$ cat src/rtl/act_skew_feeder_if.sv
// Activation input stream between the upstream producer and the skew feeder.
//   in_valid : producer has a vector on in_act
//   in_ready : feeder accepts the vector this cycle
//   in_act   : packed vector, element i at [(i+1)*data_width-1 : i*data_width]
// master = producer side, slave = feeder side.
interface act_skew_if #(
    parameter int unsigned data_width      = 19,
    parameter int unsigned a_tile_row_size = 14
);
    logic                                    in_valid;
    logic                                    in_ready;
    logic [data_width*a_tile_row_size-1:0]   in_act;

    modport master (output in_valid, output in_act, input in_ready);
    modport slave  (input in_valid, input in_act, output in_ready);
endinterface

$ cat src/rtl/act_skew_feeder.sv
// Upstream activation feeder for the weight-stationary PE array.
// Accepts one vector per cycle, skews it so row i sees its element i cycles after
// row 0, and sequences one tile pass: IDLE -> FEED -> DRAIN -> done pulse.
// Ports:
//   clk, rst     : clock, asynchronous active-high reset
//   start        : begin a pass (only honoured in IDLE)
//   num_vectors  : vectors in the pass, sampled on an accepted start
//   in_if        : input vector stream (valid/ready/act)
//   active_left  : skewed row activations to the array
//   active_valid : per-row flag, row carries a real element
//   w_compute    : compute enable to the array (same as busy)
//   busy         : high in FEED and DRAIN
//   done         : one-cycle pulse at the end of a pass
module act_skew_feeder #(
    parameter int unsigned data_width      = 19,
    parameter int unsigned a_tile_row_size = 14,
    parameter int unsigned cnt_width       = 8
) (
    input  logic                                  clk,
    input  logic                                  rst,
    input  logic                                  start,
    input  logic [cnt_width-1:0]                  num_vectors,
    act_skew_if.slave                             in_if,
    output logic [data_width*a_tile_row_size-1:0] active_left,
    output logic [a_tile_row_size-1:0]            active_valid,
    output logic                                  w_compute,
    output logic                                  busy,
    output logic                                  done
);

    localparam int unsigned drain_w = (a_tile_row_size > 1) ? $clog2(a_tile_row_size) : 1;
    localparam logic [drain_w-1:0] drain_last = drain_w'(a_tile_row_size - 1);

    typedef enum logic [1:0] {
        ST_IDLE,
        ST_FEED,
        ST_DRAIN
    } state_t;

    state_t               state;
    logic [cnt_width-1:0] vec_cnt;
    logic [cnt_width-1:0] num_vec_q;
    logic [drain_w-1:0]   drain_cnt;
    logic                 in_ready_q;
    logic                 busy_q;
    logic                 done_q;
    logic                 accept;
    logic                 shift_en;

    assign accept    = in_if.in_valid && in_ready_q;
    // Skew chains advance on every FEED/DRAIN cycle and hold in IDLE.
    assign shift_en  = busy_q;

    assign in_if.in_ready = in_ready_q;
    assign busy           = busy_q;
    assign w_compute      = busy_q;
    assign done           = done_q;

    // Pass sequencer with registered handshake/status outputs.
    always_ff @(posedge clk or posedge rst) begin
        if (rst) begin
            state      <= ST_IDLE;
            vec_cnt    <= '0;
            num_vec_q  <= '0;
            drain_cnt  <= '0;
            in_ready_q <= 1'b0;
            busy_q     <= 1'b0;
            done_q     <= 1'b0;
        end else begin
            done_q <= 1'b0;
            case (state)
                ST_IDLE: begin
                    if (start) begin
                        if (num_vectors == '0) begin
                            done_q <= 1'b1;
                        end else begin
                            num_vec_q  <= num_vectors;
                            vec_cnt    <= '0;
                            in_ready_q <= 1'b1;
                            busy_q     <= 1'b1;
                            state      <= ST_FEED;
                        end
                    end
                end
                ST_FEED: begin
                    if (accept) begin
                        if (vec_cnt == num_vec_q - cnt_width'(1)) begin
                            vec_cnt    <= '0;
                            drain_cnt  <= '0;
                            in_ready_q <= 1'b0;
                            state      <= ST_DRAIN;
                        end else begin
                            vec_cnt <= vec_cnt + cnt_width'(1);
                        end
                    end
                end
                ST_DRAIN: begin
                    // Exactly a_tile_row_size cycles flush the deepest row.
                    if (drain_cnt == drain_last) begin
                        busy_q <= 1'b0;
                        done_q <= 1'b1;
                        state  <= ST_IDLE;
                    end else begin
                        drain_cnt <= drain_cnt + drain_w'(1);
                    end
                end
                default: begin
                    in_ready_q <= 1'b0;
                    busy_q     <= 1'b0;
                    state      <= ST_IDLE;
                end
            endcase
        end
    end

    // Row r: chain of r+1 data/valid registers; non-accept cycles inject zero bubbles.
    for (genvar r = 0; r < a_tile_row_size; r++) begin : g_row
        logic [data_width-1:0] d_q [r+1];
        logic                  v_q [r+1];

        always_ff @(posedge clk or posedge rst) begin
            if (rst) begin
                for (int j = 0; j <= r; j++) begin
                    d_q[j] <= '0;
                    v_q[j] <= 1'b0;
                end
            end else if (shift_en) begin
                d_q[0] <= accept ? in_if.in_act[r*data_width +: data_width] : '0;
                v_q[0] <= accept;
                for (int j = 1; j <= r; j++) begin
                    d_q[j] <= d_q[j-1];
                    v_q[j] <= v_q[j-1];
                end
            end
        end

        assign active_left[r*data_width +: data_width] = d_q[r];
        assign active_valid[r]                         = v_q[r];
    end

endmodule

$ cat src/flat_wrapper.sv
// flat-port wrapper written by rule: the top's interface ports become plain ports
module act_skew_feeder_flat 
#(
    parameter int unsigned data_width      = 19,
    parameter int unsigned a_tile_row_size = 14,
    parameter int unsigned cnt_width       = 8
)
  (clk, rst, start, num_vectors, active_left, active_valid, w_compute, busy, done, in_if_in_valid, in_if_in_act, in_if_in_ready);
  act_skew_if #(.data_width(data_width), .a_tile_row_size(a_tile_row_size)) in_if_i ();
  input  logic clk;
  input  logic rst;
  input  logic start;
  input  logic [cnt_width-1:0] num_vectors;
  output logic [data_width*a_tile_row_size-1:0] active_left;
  output logic [a_tile_row_size-1:0] active_valid;
  output logic w_compute;
  output logic busy;
  output logic done;
  input wire logic [$bits(in_if_i.in_valid)-1:0] in_if_in_valid;
  input wire logic [$bits(in_if_i.in_act)-1:0] in_if_in_act;
  output wire logic [$bits(in_if_i.in_ready)-1:0] in_if_in_ready;
  assign in_if_i.in_valid = in_if_in_valid;
  assign in_if_i.in_act = in_if_in_act;
  assign in_if_in_ready = in_if_i.in_ready;
  act_skew_feeder #(.data_width(data_width), .a_tile_row_size(a_tile_row_size), .cnt_width(cnt_width)) u_core (.clk(clk), .rst(rst), .start(start), .num_vectors(num_vectors), .in_if(in_if_i), .active_left(active_left), .active_valid(active_valid), .w_compute(w_compute), .busy(busy), .done(done));
endmodule
$ cat config.mk
export PLATFORM = sky130hd
export DESIGN_NAME = act_skew_feeder_flat
export DESIGN_NICKNAME = d
export VERILOG_FILES = /design/src/rtl/act_skew_feeder_if.sv /design/src/rtl/act_skew_feeder.sv /design/src/flat_wrapper.sv
export SDC_FILE = /design/constraint.sdc
export NUM_CORES = 2
export LEC_CHECK = 0
export ABC_AREA = 1
export CORE_MARGIN = 5
export CORE_UTILIZATION = 39
export DETAILED_ROUTE_END_ITERATION = 10
export DONT_BUFFER_PORTS = 1
export PLACE_DENSITY = 0.65
export SLEW_MARGIN = 25
export SYNTH_ARGS = -nofsm -noshare
export SYNTH_HDL_FRONTEND = slang
export SYNTH_SLANG_ARGS = --single-unit
$ cat constraint.sdc
create_clock -name clk -period 61.6 [get_ports clk]
set_clock_uncertainty 0.1 [all_clocks]
set_input_delay 6.16 -clock clk [delete_from_list [all_inputs] [get_ports clk]]
set_output_delay 6.16 -clock clk [all_outputs]
set_load 0.05 [all_outputs]
# Word level (Yosys, flattened, before mapping)

Cells that the tools add are included.

Register bits after elaboration: 2,034
Word-level logic and storage cells: 193

$add $sub $neg: 3
Eq/ne operators: 10
Mux-type cells: 40
Bitwise logic cells: 3
Reduce and logical (&&, ||, !) cells: 11

Operator list:

| kind                                                 | number |
|---|---|
| two-way mux 19 bit                                   | 14 |
| two-way mux 8 bit                                    | 4 |
| case mux 8 bit (2 select lines)                      | 1 |
| two-way mux 4 bit                                    | 3 |
| AND reduction 4 bit                                  | 3 |
| two-way mux 2 bit                                    | 5 |
| AND reduction 5 bit                                  | 2 |
| adder 8 x 1 -> 8 bit (second input constant)         | 1 |
| equality test 8 bit                                  | 1 |
| logical NOT 8 bit                                    | 1 |
| two-way mux 1 bit                                    | 8 |
| case mux 4 bit (2 select lines)                      | 1 |
| subtractor 8 x 1 -> 8 bit (second input constant)    | 1 |
| != test 2 x 1 -> 1 bit (second input constant)       | 3 |
| != test 2 bit (second input constant)                | 3 |
| case mux 1 bit (3 select lines)                      | 2 |
| case mux 2 bit (3 select lines)                      | 1 |
| adder 4 x 1 -> 4 bit (second input constant)         | 1 |
| equality test 4 bit (second input constant)          | 1 |
| nonzero test 2 bit                                   | 2 |
| inverter 1 bit                                       | 3 |
| AND reduction 3 bit                                  | 1 |
| equality test 2 x 1 -> 1 bit (second input constant) | 1 |
| equality test 2 bit (second input constant)          | 1 |
| 3 further kinds                                      | 3 |

# Logic depth before layout (Yosys ltp)

Word-level depth: 5
Mapped depth: 14
Gate-level depth less buffers: 14

# Least setup slack after synthesis

No wires, ideal clock.

Kind: register to output
From: register u_core.busy_q, in the netlist u_core.busy
To: output w_compute
Data arrival time: 954 ps
Data required time: 55,340 ps
Path slack: 54,386 ps
Cell stages (with the launch flop): 2
Cell sequence: dfrtp_1 buf_4

RTL lines:

| element                | line                   | RTL |
|---|---|---|
| from (decl)            | act_skew_feeder.sv:45  | `logic busy_q;` |
| from (signal assigned) | act_skew_feeder.sv:67  | `busy_q <= 1'b0;` |
| from (signal assigned) | act_skew_feeder.sv:80  | `busy_q <= 1'b1;` |
| from (signal assigned) | act_skew_feeder.sv:100 | `busy_q <= 1'b0;` |
| to (decl)              | flat_wrapper.sv:16     | `output logic w_compute;` |

No word-level cell between the ends.

==> flow_summary.ini <==
[outcome]
status = complete, no violations

[global_routing]
grt_pass1_wl_mm = 280
first_global_vias = 51660
grt_max_degree = 251
grt.total_usage = 0.161
grt-ovfl-total = 0
antenna_found_initial = 78

[yosys]
postSynthAreaPerCell_sq_um = 8.85
synthesis.area_sq_um = 78900
synth_nets = 9192
yosysWarnings = 0
ys_ff_latch = 2034
ys_seq_area_frac = 0.645
synth_cells = 8910
synth.distinct_cells = 30

[pwr]
p_leak_nw = 47.5
irDropWorstVdd_v = 0.0000272
p_per_area_nw_per_um2 = 30.6
finalPower_mw = 2.63

[floorplanning]
fp.dieH_microns = 460
dieArea_sq_um = 211000
io_pins = 562
die_x_microns = 460
start_util = 0.391
std_cell_rows = 165
placeableCoreArea_sq_um = 202000

[sta]
slew-limit-headroom = 0.272
fmax_ghz = 0.104
finalHoldViolCount = 0
totalNegativeSetupSlack_ns = 0
fin_crit_sh = 0.156
final-setup-viol-count = 0
final_max_slew_viol_count = 0
fin_ws_ns = 51.98
rsz0062_at_grt = false
fin_crit_ns = 9.62
worst_pin_slew_ns = 1.09

[clock_tree]
cts_root_buf = clkbuf_16
max-clock-path-buffers = 3
cts_inserted_buffers = 208
clk_pin_slew_ns = 0.06
htree_levels = 4
clk_latency_ns = 0.83
hold_buffers = 0
cts_setup_buffers = 0
cts_sinks = 2034
cts_tree = done
ctsResizeCount = 0

[critical_path]
reg2reg_depth = 7
path_max_fanout = 119
crit_path_top_delay_cell = buf_4
worstPathArrival_ns = 10.45
cpMostUsedCell = buf_4
startpoint_type = input pin
crit_path_max_incr_delay_ns = 0.77
critical_path.cell_chain = clkinvlp_4 -> buf_4 -> buf_4 -> buf_4 -> buf_6 -> buf_12 -> buf_16
cp-end-kind = async pin
cp.required_ns = 62.42
worstSetupPathType = input pin to async pin

[placed_design]
gp_congestion = 0.825
dp_hpwl_mm = 108
io_buffer_count = 0
placed_area_sq_um = 78700
dp.cells = 10919
preCtsSetupSlack_ns = 50.22

[routing]
vias = 52893
drcViolationCount = 0
wire_per_inst_microns = 15.2
drtIter0Drc = 4308
routed_wl_mm = 172
ant_nets = 0
drt_pass1_iterations = 5
via_per_inst = 4.67

[hold_path]
whs_path_depth = 2
hold_class = flip-flop to flip-flop

[final_layout]
final_area_sq_um = 86000
syn_to_final_growth_pct = 9.03
fill_cells = 19695
fin_cells = 11334
final_cell_mix = nand2_1 (5569), dfrtp_1 (2033), nand3_1 (279)
layout.nets = 8746
drive_gt1_frac = 0.0496
final_common_cell = nand2_1

[job]
max_cap_viol_count = 0
cell type report:
type | count | area [sq um] | share of cell area
timing repair buffer | 71 | 812 | 0.00944
antenna | 32 | 80.1 | 0.000931
tap | 2672 | 3340 | 0.0389
sequential | 2034 | 50900 | 0.592
clock buffer | 298 | 6040 | 0.0703
multi-input combinational | 6056 | 23500 | 0.273
inverter | 93 | 368 | 0.00428
clock inverter | 78 | 975 | 0.0113
worst paths after layout:
kind                                                       start                                    end  slack (ns)
setup reg to reg                         u_core.busy$_DFFE_PP0P_    u_core.active_left[192]$_DFFE_PP0P_       55.74
min in group asynchronous                                    rst  u_core.g_row[13].d_q[169]$_DFFE_PP0P_        5.16
hold / removal             u_core.g_row[13].d_q[129]$_DFFE_PP0P_  u_core.g_row[13].d_q[110]$_DFFE_PP0P_        0.33
max in group clk                         u_core.busy$_DFFE_PP0P_                              w_compute       53.62
hold reg to reg            u_core.g_row[13].d_q[129]$_DFFE_PP0P_  u_core.g_row[13].d_q[110]$_DFFE_PP0P_        0.33
setup / recovery                                             rst    u_core.g_row[9].d_q[20]$_DFFE_PP0P_       51.98
registers in the layout (all words and copies together), names as in the netlist:
name and cells:
u_core.g_row.d_q 1748, u_core.drain_cnt 4, u_core.in_if.in_ready 1, u_core.busy 1, u_core.g_row.v_q 11, u_core.active_left 247, u_core.state 2, u_core.done 1
u_core.active_valid 3, u_core.vec_cnt 8, u_core.num_vec_q 8
power breakdown:
group	internal (mW)	total, mW	switching [mW]	leakage, nW
combinational	0.00201	0.0271	0.0251	17.1
sequential	1.34	1.34	0	27.0
clock	0.735	1.27	0.532	3.47
total	2.07	2.63	0.557	47.5
through the flow:
stage	hold WS (ns)	util
2_1_floorplan	0.342	-
3_3_place_gp	0.353	0.390
3_5_place_dp	0.358	0.390
4_1_cts	0.346	0.425
5_1_grt	0.371	0.426
6_report	0.332	0.426
critical path, delay by kind of cell:
kind / cells / cell delay [ns]
buf+inv: 7 / 3.91
synth_stat cells (all sizes together):
cell	n	share of area
xnor2	3	0.00043
a21oi	1	0.000063
ha	4	0.00063
xor2	9	0.0010
o31ai	1	0.000095
buf	655	0.049
nand3	281	0.018
nand2	5574	0.27
inv	92	0.0044
clkbuf	72	0.0034
nor3	1	0.000063
nand4	14	0.0011
clkinv	1	0.000048
o21ai	144	0.0093
nor2	24	0.0015
dfrtp	2034	0.65
metal layers:
| metal | track usage | wire length [microns] |
|---|---|---|
| met5 | 0 | 450 |
| met4 | 0.0498 | 4700 |
| met3 | 0.0717 | 16500 |
| met2 | 0.232 | 73900 |
| met1 | 0.218 | 76200 |
cells by family (layout without fill, tap and decap cells):
| kind of cell | count (synthesis) | count (layout) | share of synthesized area |
|---|---|---|---|
| AO/OA/AOI/OAI | 146 | 146 | 0.00944 |
| buffers and inverters | 820 | 540 | 0.0570 |
| other | 0 | 32 | 0 |
| XOR/XNOR | 12 | 12 | 0.00143 |
| adder cells (fa/ha/maj) | 4 | 4 | 0.000634 |
| AND/OR/NAND/NOR | 5894 | 5894 | 0.286 |
| flip-flops | 2034 | 2034 | 0.645 |
Power figures use the tool's default switching activity.
